$ cat src/rtl/vx_lsu_gather_unit.sv
// Warp-wide load/store unit: a hold stage issues per-lane dcache requests, and a tag table
// gathers out-of-order load responses into one merged commit per instruction.
module vx_lsu_gather_unit #(
  parameter int NUM_LANES  = 4,
  parameter int QUEUE_SIZE = 4,
  parameter int WID_BITS   = 2,
  parameter int REG_BITS   = 5,
  localparam int QW        = $clog2(QUEUE_SIZE)
) (
  input  logic                      clk,
  input  logic                      reset,
  // Handshakes: a transfer happens on a rising edge where valid && ready; the source holds
  // payload stable while valid is high. st_valid is the exception: a pulse with no backpressure.
  input  logic                      req_valid,
  output logic                      req_ready,
  input  logic [WID_BITS-1:0]       req_wid,
  input  logic [31:0]               req_pc,
  input  logic [NUM_LANES-1:0]      req_tmask,
  input  logic [NUM_LANES*32-1:0]   req_addr,
  input  logic [NUM_LANES*32-1:0]   req_data,
  input  logic [REG_BITS-1:0]       req_rd,
  input  logic                      req_is_load,
  input  logic [2:0]                req_fmt,
  input  logic                      req_is_fence,
  output logic [NUM_LANES-1:0]      mem_req_valid,
  input  logic [NUM_LANES-1:0]      mem_req_ready,
  output logic                      mem_req_rw,
  output logic [NUM_LANES*30-1:0]   mem_req_addr,
  output logic [NUM_LANES*4-1:0]    mem_req_byteen,
  output logic [NUM_LANES*32-1:0]   mem_req_data,
  output logic [QW-1:0]             mem_req_tag,
  input  logic                      mem_rsp_valid,
  output logic                      mem_rsp_ready,
  input  logic [NUM_LANES-1:0]      mem_rsp_tmask,
  input  logic [NUM_LANES*32-1:0]   mem_rsp_data,
  input  logic [QW-1:0]             mem_rsp_tag,
  output logic                      ld_valid,
  input  logic                      ld_ready,
  output logic [WID_BITS-1:0]       ld_wid,
  output logic [31:0]               ld_pc,
  output logic [REG_BITS-1:0]       ld_rd,
  output logic [NUM_LANES-1:0]      ld_tmask,
  output logic [NUM_LANES*32-1:0]   ld_data,
  output logic                      st_valid,
  input  logic                      st_ready,
  output logic [WID_BITS-1:0]       st_wid,
  output logic [31:0]               st_pc,
  output logic [NUM_LANES-1:0]      st_tmask,
  output logic [QW:0]               pending
);

  function automatic logic [31:0] fmt_word(input logic [31:0] raw, input logic [1:0] off,
                                           input logic [2:0] fmt);
    logic [31:0] sh;
    sh = raw >> {off, 3'b000};
    case (fmt[1:0])
      2'd0:    fmt_word = fmt[2] ? {24'b0, sh[7:0]} : {{24{sh[7]}}, sh[7:0]};
      2'd1:    fmt_word = fmt[2] ? {16'b0, sh[15:0]} : {{16{sh[15]}}, sh[15:0]};
      default: fmt_word = raw;
    endcase
  endfunction

  // hold stage
  logic                    held, h_is_load, h_alloc;
  logic [WID_BITS-1:0]     h_wid;
  logic [31:0]             h_pc;
  logic [NUM_LANES-1:0]    h_tmask, h_sent;
  logic [NUM_LANES*32-1:0] h_addr, h_data;
  logic [REG_BITS-1:0]     h_rd;
  logic [2:0]              h_fmt;
  logic [QW-1:0]           h_tag;
  logic                    fence_q;
  logic [WID_BITS-1:0]     f_wid;
  logic [31:0]             f_pc;
  logic [NUM_LANES-1:0]    f_tmask;

  // tag table
  logic [QUEUE_SIZE-1:0]    e_valid, e_done, e_dup;
  logic [WID_BITS-1:0]      e_wid   [QUEUE_SIZE];
  logic [31:0]              e_pc    [QUEUE_SIZE];
  logic [REG_BITS-1:0]      e_rd    [QUEUE_SIZE];
  logic [NUM_LANES-1:0]     e_tmask [QUEUE_SIZE];
  logic [NUM_LANES-1:0]     e_rem   [QUEUE_SIZE];
  logic [2:0]               e_fmt   [QUEUE_SIZE];
  logic [2*NUM_LANES-1:0]   e_off   [QUEUE_SIZE];
  logic [NUM_LANES*32-1:0]  e_acc   [QUEUE_SIZE];

  logic                    dup, lead_found;
  logic [29:0]             lead_addr;
  logic [NUM_LANES-1:0]    lead_mask, issue_mask, eff_mask, fire;
  logic [2*NUM_LANES-1:0]  h_offs;
  logic                    dep_ok, last, alloc, tbl_full, accept, st_store;
  logic [QW-1:0]           free_idx, commit_idx;
  logic                    commit_hit, do_commit;

  always_comb begin
    dup        = 1'b1;
    lead_found = 1'b0;
    lead_mask  = '0;
    lead_addr  = '0;
    h_offs     = '0;
    for (int i = 0; i < NUM_LANES; i++) begin
      h_offs[2*i +: 2] = h_addr[i*32 +: 2];
      if (h_tmask[i] && !lead_found) begin
        lead_found   = 1'b1;
        lead_mask[i] = 1'b1;
        lead_addr    = h_addr[i*32+2 +: 30];
      end
    end
    for (int i = 0; i < NUM_LANES; i++)
      if (h_tmask[i] && (h_addr[i*32+2 +: 30] != lead_addr)) dup = 1'b0;
  end

  always_comb begin
    free_idx   = '0;
    commit_idx = '0;
    commit_hit = 1'b0;
    for (int q = QUEUE_SIZE - 1; q >= 0; q--) begin
      if (!e_valid[q]) free_idx = QW'(q);
      if (e_done[q]) begin
        commit_idx = QW'(q);
        commit_hit = 1'b1;
      end
    end
  end

  assign tbl_full      = &e_valid;
  assign issue_mask    = dup ? lead_mask : h_tmask;
  assign eff_mask      = issue_mask & ~h_sent;
  assign dep_ok        = h_is_load ? (h_alloc || !tbl_full) : st_ready;
  assign mem_req_valid = (held && dep_ok) ? eff_mask : '0;
  assign fire          = mem_req_valid & mem_req_ready;
  assign last          = held && ((eff_mask & ~fire) == '0);
  assign alloc         = held && h_is_load && !h_alloc && (fire != '0);
  assign st_store      = last && !h_is_load;
  assign mem_req_tag   = (held && h_is_load) ? (h_alloc ? h_tag : free_idx) : '0;
  assign mem_req_rw    = held && !h_is_load;
  assign mem_rsp_ready = 1'b1;
  assign do_commit     = commit_hit && (!ld_valid || ld_ready);

  // A fence also waits for the commit register so every older load has fully retired.
  assign req_ready = req_is_fence ? (!held && (pending == '0) && !ld_valid) : (!held || last);
  assign accept    = req_valid && req_ready;

  assign st_valid = fence_q || st_store;
  assign st_wid   = fence_q ? f_wid : h_wid;
  assign st_pc    = fence_q ? f_pc : h_pc;
  assign st_tmask = fence_q ? f_tmask : h_tmask;

  always_comb begin
    mem_req_addr   = '0;
    mem_req_byteen = '0;
    mem_req_data   = '0;
    for (int i = 0; i < NUM_LANES; i++) begin
      mem_req_addr[i*30 +: 30] = h_addr[i*32+2 +: 30];
      case (h_fmt[1:0])
        2'd0:    mem_req_byteen[i*4 +: 4] = 4'b0001 << h_offs[2*i +: 2];
        2'd1:    mem_req_byteen[i*4 +: 4] = 4'b0011 << h_offs[2*i +: 2];
        default: mem_req_byteen[i*4 +: 4] = 4'hF;
      endcase
      mem_req_data[i*32 +: 32] = h_data[i*32 +: 32] << {h_offs[2*i +: 2], 3'b000};
    end
  end

  // Response gather: a dup entry broadcasts the single returned word to every active lane.
  logic [31:0]             rsp_lead;
  logic                    rsp_found, rsp_take;
  logic [NUM_LANES-1:0]    rsp_wmask, rsp_rem;
  logic [NUM_LANES*32-1:0] rsp_word, rsp_bits;

  always_comb begin
    rsp_lead  = '0;
    rsp_found = 1'b0;
    rsp_word  = '0;
    rsp_bits  = '0;
    for (int i = 0; i < NUM_LANES; i++)
      if (mem_rsp_tmask[i] && !rsp_found) begin
        rsp_found = 1'b1;
        rsp_lead  = mem_rsp_data[i*32 +: 32];
      end
    rsp_wmask = e_dup[mem_rsp_tag] ? e_tmask[mem_rsp_tag] : mem_rsp_tmask;
    for (int i = 0; i < NUM_LANES; i++) begin
      rsp_word[i*32 +: 32] = fmt_word(e_dup[mem_rsp_tag] ? rsp_lead : mem_rsp_data[i*32 +: 32],
                                      e_off[mem_rsp_tag][2*i +: 2], e_fmt[mem_rsp_tag]);
      rsp_bits[i*32 +: 32] = {32{rsp_wmask[i]}};
    end
    rsp_rem  = e_rem[mem_rsp_tag] & ~mem_rsp_tmask;
    rsp_take = mem_rsp_valid && e_valid[mem_rsp_tag] && !e_done[mem_rsp_tag];
  end

  always_ff @(posedge clk or posedge reset) begin
    if (reset) begin
      held <= 1'b0; h_is_load <= 1'b0; h_alloc <= 1'b0; h_wid <= '0; h_pc <= '0;
      h_tmask <= '0; h_sent <= '0; h_addr <= '0; h_data <= '0; h_rd <= '0;
      h_fmt <= '0; h_tag <= '0; fence_q <= 1'b0; f_wid <= '0; f_pc <= '0; f_tmask <= '0;
    end else begin
      fence_q <= accept && req_is_fence;
      if (accept && req_is_fence) begin
        f_wid   <= req_wid;
        f_pc    <= req_pc;
        f_tmask <= req_tmask;
      end
      if (accept && !req_is_fence) begin
        held      <= 1'b1;
        h_is_load <= req_is_load;
        h_alloc   <= 1'b0;
        h_wid     <= req_wid;
        h_pc      <= req_pc;
        h_tmask   <= req_tmask;
        h_sent    <= '0;
        h_addr    <= req_addr;
        h_data    <= req_data;
        h_rd      <= req_rd;
        h_fmt     <= req_fmt;
      end else if (last) begin
        held    <= 1'b0;
        h_alloc <= 1'b0;
      end else begin
        h_sent <= h_sent | fire;
        if (alloc) begin
          h_alloc <= 1'b1;
          h_tag   <= free_idx;
        end
      end
    end
  end

  always_ff @(posedge clk or posedge reset) begin
    if (reset) begin
      e_valid <= '0; e_done <= '0; e_dup <= '0; pending <= '0;
      for (int q = 0; q < QUEUE_SIZE; q++) begin
        e_wid[q] <= '0; e_pc[q] <= '0; e_rd[q] <= '0; e_tmask[q] <= '0;
        e_rem[q] <= '0; e_fmt[q] <= '0; e_off[q] <= '0; e_acc[q] <= '0;
      end
    end else begin
      if (alloc) begin
        e_valid[free_idx] <= 1'b1;
        e_done[free_idx]  <= 1'b0;
        e_dup[free_idx]   <= dup;
        e_wid[free_idx]   <= h_wid;
        e_pc[free_idx]    <= h_pc;
        e_rd[free_idx]    <= h_rd;
        e_tmask[free_idx] <= h_tmask;
        e_rem[free_idx]   <= issue_mask;
        e_fmt[free_idx]   <= h_fmt;
        e_off[free_idx]   <= h_offs;
        e_acc[free_idx]   <= '0;
      end
      if (rsp_take) begin
        e_acc[mem_rsp_tag] <= (e_acc[mem_rsp_tag] & ~rsp_bits) | (rsp_word & rsp_bits);
        e_rem[mem_rsp_tag] <= rsp_rem;
        if (rsp_rem == '0) e_done[mem_rsp_tag] <= 1'b1;
      end
      if (do_commit) begin
        e_valid[commit_idx] <= 1'b0;
        e_done[commit_idx]  <= 1'b0;
      end
      case ({alloc, do_commit})
        2'b10:   pending <= pending + 1'b1;
        2'b01:   pending <= pending - 1'b1;
        default: ;
      endcase
    end
  end

  always_ff @(posedge clk or posedge reset) begin
    if (reset) begin
      ld_valid <= 1'b0; ld_wid <= '0; ld_pc <= '0; ld_rd <= '0; ld_tmask <= '0; ld_data <= '0;
    end else if (do_commit) begin
      ld_valid <= 1'b1;
      ld_wid   <= e_wid[commit_idx];
      ld_pc    <= e_pc[commit_idx];
      ld_rd    <= e_rd[commit_idx];
      ld_tmask <= e_tmask[commit_idx];
      ld_data  <= e_acc[commit_idx];
    end else if (ld_valid && ld_ready) begin
      ld_valid <= 1'b0;
    end
  end

endmodule

$ cat config.mk
export PLATFORM = sky130hd
export DESIGN_NAME = vx_lsu_gather_unit
export DESIGN_NICKNAME = d
export VERILOG_FILES = /design/src/rtl/vx_lsu_gather_unit.sv
export SDC_FILE = /design/constraint.sdc
export NUM_CORES = 2
export LEC_CHECK = 0
export ABC_AREA = 1
export BUFFER_PORTS_ARGS = -buffer_cell sky130_fd_sc_hd__buf_2
export CORE_UTILIZATION = 45
export CTS_BUF_LIST = sky130_fd_sc_hd__clkbuf_4 sky130_fd_sc_hd__clkbuf_8 sky130_fd_sc_hd__clkbuf_16
export DETAILED_ROUTE_END_ITERATION = 8
export SLEW_MARGIN = 10
export SYNTH_ARGS = -nofsm -noshare
export SYNTH_HDL_FRONTEND = slang
export SYNTH_SLANG_ARGS = --single-unit
$ cat constraint.sdc
create_clock -name clk -period 64.8 [get_ports clk]
set_input_delay 16.2 -clock clk [delete_from_list [all_inputs] [get_ports clk]]
set_output_delay 16.2 -clock clk [all_outputs]
set_load 0.005 [all_outputs]
# ---- Word level (Yosys, flattened, before mapping)
# Index checks and enable logic that the tools add are counted.
dict set report word_totals {
  reg_bits 1281
  word_cells 335
  out_inout_bits 487
  inputBits 448
}
dict set report op_classes {
  magnitude_cmp 11
  n_shift 16
  bitwise 26
  n_reduce_logical 60
  addsub 2
  n_eq_ne 9
  mux 153
}
# op n
set ops {}
lappend ops {{$mux 512} 2}
lappend ops {{$mux 128} 6}
lappend ops {{$mux 32} 20}
lappend ops {{$and 512x512->512} 1}
lappend ops {{$bmux 128 s2} 2}
lappend ops {{$bwmux 512} 1}
lappend ops {{$demux 128 s2} 2}
lappend ops {{$not 512->512} 1}
lappend ops {{$and 128x128->128} 2}
lappend ops {{$pmux 32 s2} 4}
lappend ops {{$bwmux 128} 1}
lappend ops {{$not 128->128} 1}
lappend ops {{$or 128x128->128} 1}
lappend ops {{$shl 32x5->32} 4}
lappend ops {{$shr 32x5->16} 4}
lappend ops {{$mux 30} 4}
lappend ops {{$ne 30x30->1} 4}
lappend ops {{$mux 4} 20}
lappend ops {{$bmux 32 s2} 1}
lappend ops {{$demux 32 s2} 1}
lappend ops {{$bwmux 16} 3}
lappend ops {{$bwmux 32} 1}
lappend ops {{$mux 1} 32}
lappend ops {{$mux 16} 2}
lappend ops {{other kinds (49)} 157}

# ---- Longest topological paths before layout
dict set report depth {
  ltp_word 30
  ltp_mapped 31
  mapped_depth_nobuf 28
}

# ---- Worst setup path before layout
# OpenSTA, ideal clock, no wires.
dict set report synth_path {
  kind {input to output}
  startpoint {input st_ready}
  endpoint {output req_ready}
  n_path_buf 1
  stages 10
  required_time_ns 48.600
  t_arrival_ns 17.533
  setup_slack_ns 31.067
  path_cell_list {nor3b_1 > a21oi_1 > nor3_1 > nand2_1 > nand2_1 > nand2_1 > o21ai_2 > nand2_1 > nand2_1 > buf_2}
}
dict set report synth_via {
  elab_chain_cells 10
}
# item line_no
set synth_rtl {}
lappend synth_rtl {{from (decl)} 45} ;# input logic st_ready,
lappend synth_rtl {{$mux 1} 130} ;# assign dep_ok = h_is_load ? (h_alloc || !tbl_full) : st_ready;
lappend synth_rtl {{$logic_and 1x1->1} 131} ;# assign mem_req_valid = (held && dep_ok) ? eff_mask : '0;
lappend synth_rtl {{$mux 4} 131}
lappend synth_rtl {{net mem_req_valid[0]} 25} ;# output logic [NUM_LANES-1:0] mem_req_valid,
lappend synth_rtl {{$and 4x4->4} 132} ;# assign fire = mem_req_valid & mem_req_ready;
lappend synth_rtl {{$not 4->4} 133} ;# assign last = held && ((eff_mask & ~fire) == '0);
lappend synth_rtl {{$and 4x4->4} 133}
lappend synth_rtl {{$logic_not 4->1} 133}
lappend synth_rtl {{$logic_and 1x1->1} 133}
lappend synth_rtl {{$logic_or 1x1->1} 142} ;# assign req_ready = req_is_fence ? (!held && (pending == '0) && !ld_valid) : (!held || last);
lappend synth_rtl {{$mux 1} 142}
lappend synth_rtl {{to (decl)} 15} ;# output logic req_ready,
# The timed path passes the listed nets, and every way through them passes these cells.

# ---- Final worst setup path
dict set report layout_path {
  startpoint {input st_ready}
  endpoint {output req_ready}
}
dict set report layout_via {
  elab_chain_cells 10
}
# item line_no
set layout_rtl {}
lappend layout_rtl {{$mux 1} 130}
lappend layout_rtl {{$logic_and 1x1->1} 131}
lappend layout_rtl {{$mux 4} 131}
lappend layout_rtl {{$and 4x4->4} 132}
lappend layout_rtl {{$not 4->4} 133}
lappend layout_rtl {{$and 4x4->4} 133}
lappend layout_rtl {{$logic_not 4->1} 133}
lappend layout_rtl {{$logic_and 1x1->1} 133}
lappend layout_rtl {{$logic_or 1x1->1} 142}
lappend layout_rtl {{$mux 1} 142}
# Every way passes these cells.

==> impl_metrics.py <==
metrics = {
    "critical_path": {
        "critPathCaptureType": "output port",
        "criticalPathCategory": "in -> out",
        "required_ns": 48.60,
        "setup.worst_path.start_class": "primary input",
        "crit_family": "simple AND/OR/NAND/NOR gates",
        "arrival_ns": 18.95,
        "crit_buf_inv": 4,
        "cp_slowest_cell": "sky130_fd_sc_hd__o21ai_2",
        "crit_path_frequent_cell": "sky130_fd_sc_hd__nand2_1",
        "max_stage_delay_ns": 0.51,
        "crit_chain": "buf_2 > nor3b_1 > a21oi_1 > buf_4 > nor3_1 > nand2_1 > nand2_1 > nand2_1 > o21ai_2 > nand2_1 > nand2_1 > buf_4 > buf_2",
        "critPathMaxFanout": 40,
    },
    "synthesis": {
        "synthesis.area_mm2": 0.0674,
        "synth_compound_gate_area_share_pct": 22.0,
        "postSynth.topFlopCell": "sky130_fd_sc_hd__dfrtp_1",
        "synthXorXnorAreaFrac_pct": 0.0260,
        "synthMuxAreaShare_pct": 0,
        "synth.top_cell.area_share_pct": 47.6,
        "ys_ff_latch": 1281,
        "synth-async-reset-ratio_pct": 100,
        "synth_top_family_by_area": "compound AO/OA/AOI/OAI gates",
        "yosysWarningCount": 0,
        "yosys-top-cells-area": "sky130_fd_sc_hd__dfrtp_1, sky130_fd_sc_hd__nand2_1, sky130_fd_sc_hd__o21ai_0",
        "seq_area_frac_synth_pct": 47.6,
        "synth_cell_type_count": 52,
        "synth_fa_ha_area_share_pct": 0.0483,
        "avgSynthCellArea_um2": 7.75,
        "synthSimpleGateAreaFrac_pct": 17.9,
        "syn-num-nets": 9146,
        "post-synth-top-area-cell": "sky130_fd_sc_hd__dfrtp_1",
        "synth-edff-count": 0,
        "syn_inst": 8696,
    },
    "flow_run": {
        "cap_viol_max_count": 0,
    },
    "route": {
        "route.antenna.remaining_nets": 0,
        "vias": 66700,
        "dr.first_iter.drc_count": 7600,
        "detail_route.vias_per_cell": 5.93,
        "drt_first_pass_iters": 6,
        "route.detailed.drc": 0,
        "wl_per_cell_um": 26.7,
        "postRouteWirelength_mm": 301,
    },
    "clock_network": {
        "cts-root-buf": "sky130_fd_sc_hd__clkbuf_16",
        "cts_tree": "built",
        "cts_htree_levels": 4,
        "cts.repair_timing.setup_buffer_count": 0,
        "clock_sinks": 1281,
        "clk_pin_slew_ns": 0.06,
        "post_cts_hold_buffer_count": 0,
        "cts-buffers-inserted": 148,
        "post_cts.resized_instances": 0,
        "cts.path.max_buffers": 3,
        "worst_skew_pair.late_latency_ns": 0.79,
    },
    "global_route": {
        "globalRouteOverflowTotal": 0,
        "grt_usage_pct": 38.8,
        "maximum_number_of_pins_on_one_net_before_global_route_repair": 177,
        "antenna_found_initial": 57,
        "wire_length_of_the_first_global_routing_pass_mm": 435,
        "vias_in_the_first_global_route": 63100,
    },
    "timing": {
        "tns_ns": 0,
        "fin_crit_sh_pct": 54.2,
        "finalHoldViolCount": 0,
        "worst_clock_skew_ns": 0.0305,
        "grt_setup_unrepaired": "no",
        "worst_slew_margin_rel_pct": 8.60,
        "setup_viol": 0,
        "report.final.slew_viol_count": 0,
        "maxClockFrequency_ghz": 0.0285,
        "worst_pin_slew_ns": 1.36,
        "period_minus_slack_ns": 35.15,
    },
    "floorplan": {
        "start_util_pct": 45.5,
        "dieArea_mm2": 0.151,
        "core_area_mm2": 0.148,
        "rows": 141,
        "chipWidth_um": 389,
        "boundaryPins": 935,
        "die_y_um": 389,
    },
    "placed_design": {
        "detailedPlacementHpwl_mm": 204,
        "place.gp.congestion": 1.03,
        "portBuffers": 933,
    },
    "power_and_ir_drop": {
        "power_density_mw_per_mm2": 55.0,
        "max-vdd-ir-drop_uv": 72.8,
        "pleak_nw": 38.8,
    },
    "cells_and_area": {
        "proportion_of_layout_cells_with_a_drive_suffix_above_1_pct": 15.2,
        "syn_to_final_growth_pct": 14.3,
        "final_util_pct": 52.0,
        "final_nets": 9627,
    },
    "hold_path": {
        "min-delay-path-class": "reg -> reg",
    },
    "outcome": {
        "outcome": "finished clean",
    },
}
-- worst register-to-register path, cell delays in order (launching register included) --
cell and delay [ns]:
sky130_fd_sc_hd__dfrtp_2 0.38, sky130_fd_sc_hd__buf_4 0.29, sky130_fd_sc_hd__nor2_4 0.80, sky130_fd_sc_hd__nand2_4 0.72, sky130_fd_sc_hd__inv_2 0.86, sky130_fd_sc_hd__nand2_1 0.24
sky130_fd_sc_hd__nand2_1 0.15, sky130_fd_sc_hd__nand2_1 0.07, sky130_fd_sc_hd__nand2_1 0.07, sky130_fd_sc_hd__nand2_1 0.05, sky130_fd_sc_hd__nor2_1 0.17, sky130_fd_sc_hd__nand2_1 0.16
sky130_fd_sc_hd__nor2_1 0.13, sky130_fd_sc_hd__nand2_1 0.06, sky130_fd_sc_hd__nand2_1 0.07, sky130_fd_sc_hd__nand3_2 0.18, sky130_fd_sc_hd__nand2_1 0.11, sky130_fd_sc_hd__nand2_1 0.35
sky130_fd_sc_hd__o211ai_1 0.25, sky130_fd_sc_hd__nand2_1 0.18, sky130_fd_sc_hd__o21ai_2 0.49, sky130_fd_sc_hd__nand3_4 0.84, sky130_fd_sc_hd__buf_4 0.60, sky130_fd_sc_hd__buf_4 0.47
sky130_fd_sc_hd__buf_4 0.45, sky130_fd_sc_hd__nor2_1 0.59, sky130_fd_sc_hd__a21oi_1 0.09
-- state kept, by name, summed over array words and instances, names as in the netlist, 32 cells and up --
name / cells
ld_pc: 32
e_off: 32
f_pc: 32
h_data: 128
ld_data: 128
e_pc: 128
h_addr: 128
h_pc: 32
e_acc: 512
-- cells in the mapped netlist (7+ instances only) --
cell,count
sky130_fd_sc_hd__nand2_1,1862
sky130_fd_sc_hd__a21oi_1,321
sky130_fd_sc_hd__nor2_1,399
sky130_fd_sc_hd__clkinv_1,9
sky130_fd_sc_hd__o21a_1,7
sky130_fd_sc_hd__a221oi_1,88
sky130_fd_sc_hd__o22ai_1,221
sky130_fd_sc_hd__o211ai_1,34
sky130_fd_sc_hd__o221ai_1,157
sky130_fd_sc_hd__nand3_1,512
sky130_fd_sc_hd__buf_2,86
sky130_fd_sc_hd__o21ai_1,108
sky130_fd_sc_hd__a22oi_1,80
sky130_fd_sc_hd__inv_2,10
sky130_fd_sc_hd__buf_1,48
sky130_fd_sc_hd__clkbuf_1,390
sky130_fd_sc_hd__inv_1,1247
sky130_fd_sc_hd__nand3_2,9
sky130_fd_sc_hd__nand4_1,94
sky130_fd_sc_hd__buf_4,148
sky130_fd_sc_hd__nand3b_1,15
sky130_fd_sc_hd__nand2_4,7
sky130_fd_sc_hd__buf_6,32
sky130_fd_sc_hd__a31oi_1,17
sky130_fd_sc_hd__o2111ai_1,21
sky130_fd_sc_hd__nor3_1,7
sky130_fd_sc_hd__a221o_1,91
sky130_fd_sc_hd__dfrtp_1,1281
sky130_fd_sc_hd__o21ai_2,36
sky130_fd_sc_hd__o21ai_0,1316
-- layer usage --
layer	GRT usage, %	part of all wire, %
met4	24.2	7.2
met1	49.7	38
met2	59.3	44
met5	0	0.056
met3	9.12	10
-- power breakdown --
part | internal (mW) | total (mW) | switching, mW
clock | 0.514 | 0.871 | 0.357
combinational | 0.599 | 1.96 | 1.36
sequential | 1.16 | 1.40 | 0.246
-- through the flow --
step / total power [mW] / hold WS, ns / instance area (um^2) / instances / setup slack, ns
3_5_place_dp: 3.33 / 0.457 / 71900 / 11000 / 29.72
2_1_floorplan: 2.55 / 0.437 / 67400 / 8696 / 12.50
6_report: 4.23 / 0.470 / 77000 / 11300 / 29.65
4_1_cts: 4.21 / 0.472 / 76900 / 11200 / 29.71
5_1_grt: 4.50 / 0.483 / 77000 / 11200 / 29.54
3_3_place_gp: 3.30 / 0.453 / 71900 / 11000 / 29.68
-- path summary, 6_finish.rpt --
check	startpoint	end	cells past startpoint	slack, ns
worst max-delay path	st_ready	req_ready	13	29.65
worst min-delay path	f_tmask[1]	f_tmask[1]	2	0.47
worst max register to register	h_tmask[0]	h_addr[77]	26	55.83
worst min register to register	f_tmask[1]	f_tmask[1]	2	0.47
max in group asynchronous	reset	e_acc[372]	7	44.38
min in group asynchronous	reset	h_addr[83]	2	15.58
-- area by class of cell --
cell class / instances / area [um^2]
Tap cell: 1930 / 2410
Multi-Input combinational cell: 5439 / 27100
Fill cell: 14600 / 71200
Clock inverter: 39 / 463
Clock buffer: 223 / 4550
Timing Repair Buffer: 1040 / 5510
Antenna cell: 36 / 90.1
Sequential cell: 1281 / 32100
Inverter: 1267 / 4780
-- layout by cell type, fill, tap and decap left out, drive strengths merged, types with 2 or more instances in the layout --
cell	netlist	final
nand2	1873	1873
o21ai	1460	1460
dfrtp	1281	1281
inv	1258	1262
buf	314	1040
nand3	521	521
nor2	404	404
a21oi	321	321
clkbuf	391	223
o22ai	221	221
o221ai	157	157
nand4	95	95
a221o	91	91
a221oi	89	89
a22oi	80	80
diode	0	36
o211ai	34	34
clkinv	9	33
o2111ai	21	21
a31oi	17	17
nand3b	15	15
nor3	7	7
bufinv	0	7
o21a	7	7
a21boi	4	4
a41oi	4	4
a22o	4	4
clkinvlp	0	4
o31ai	3	3
and2	2	2
-- cells by family (layout without fill, tap and decap cells) --
family / Yosys count / after routing
simple gates: 2919 / 2919
compound gates: 2515 / 2515
xor+xnor: 2 / 2
buf+inv: 1976 / 2569
other cells: 1 / 37
fa+ha+maj: 2 / 2
flops: 1281 / 1281
Power figures use the tool's default switching activity.
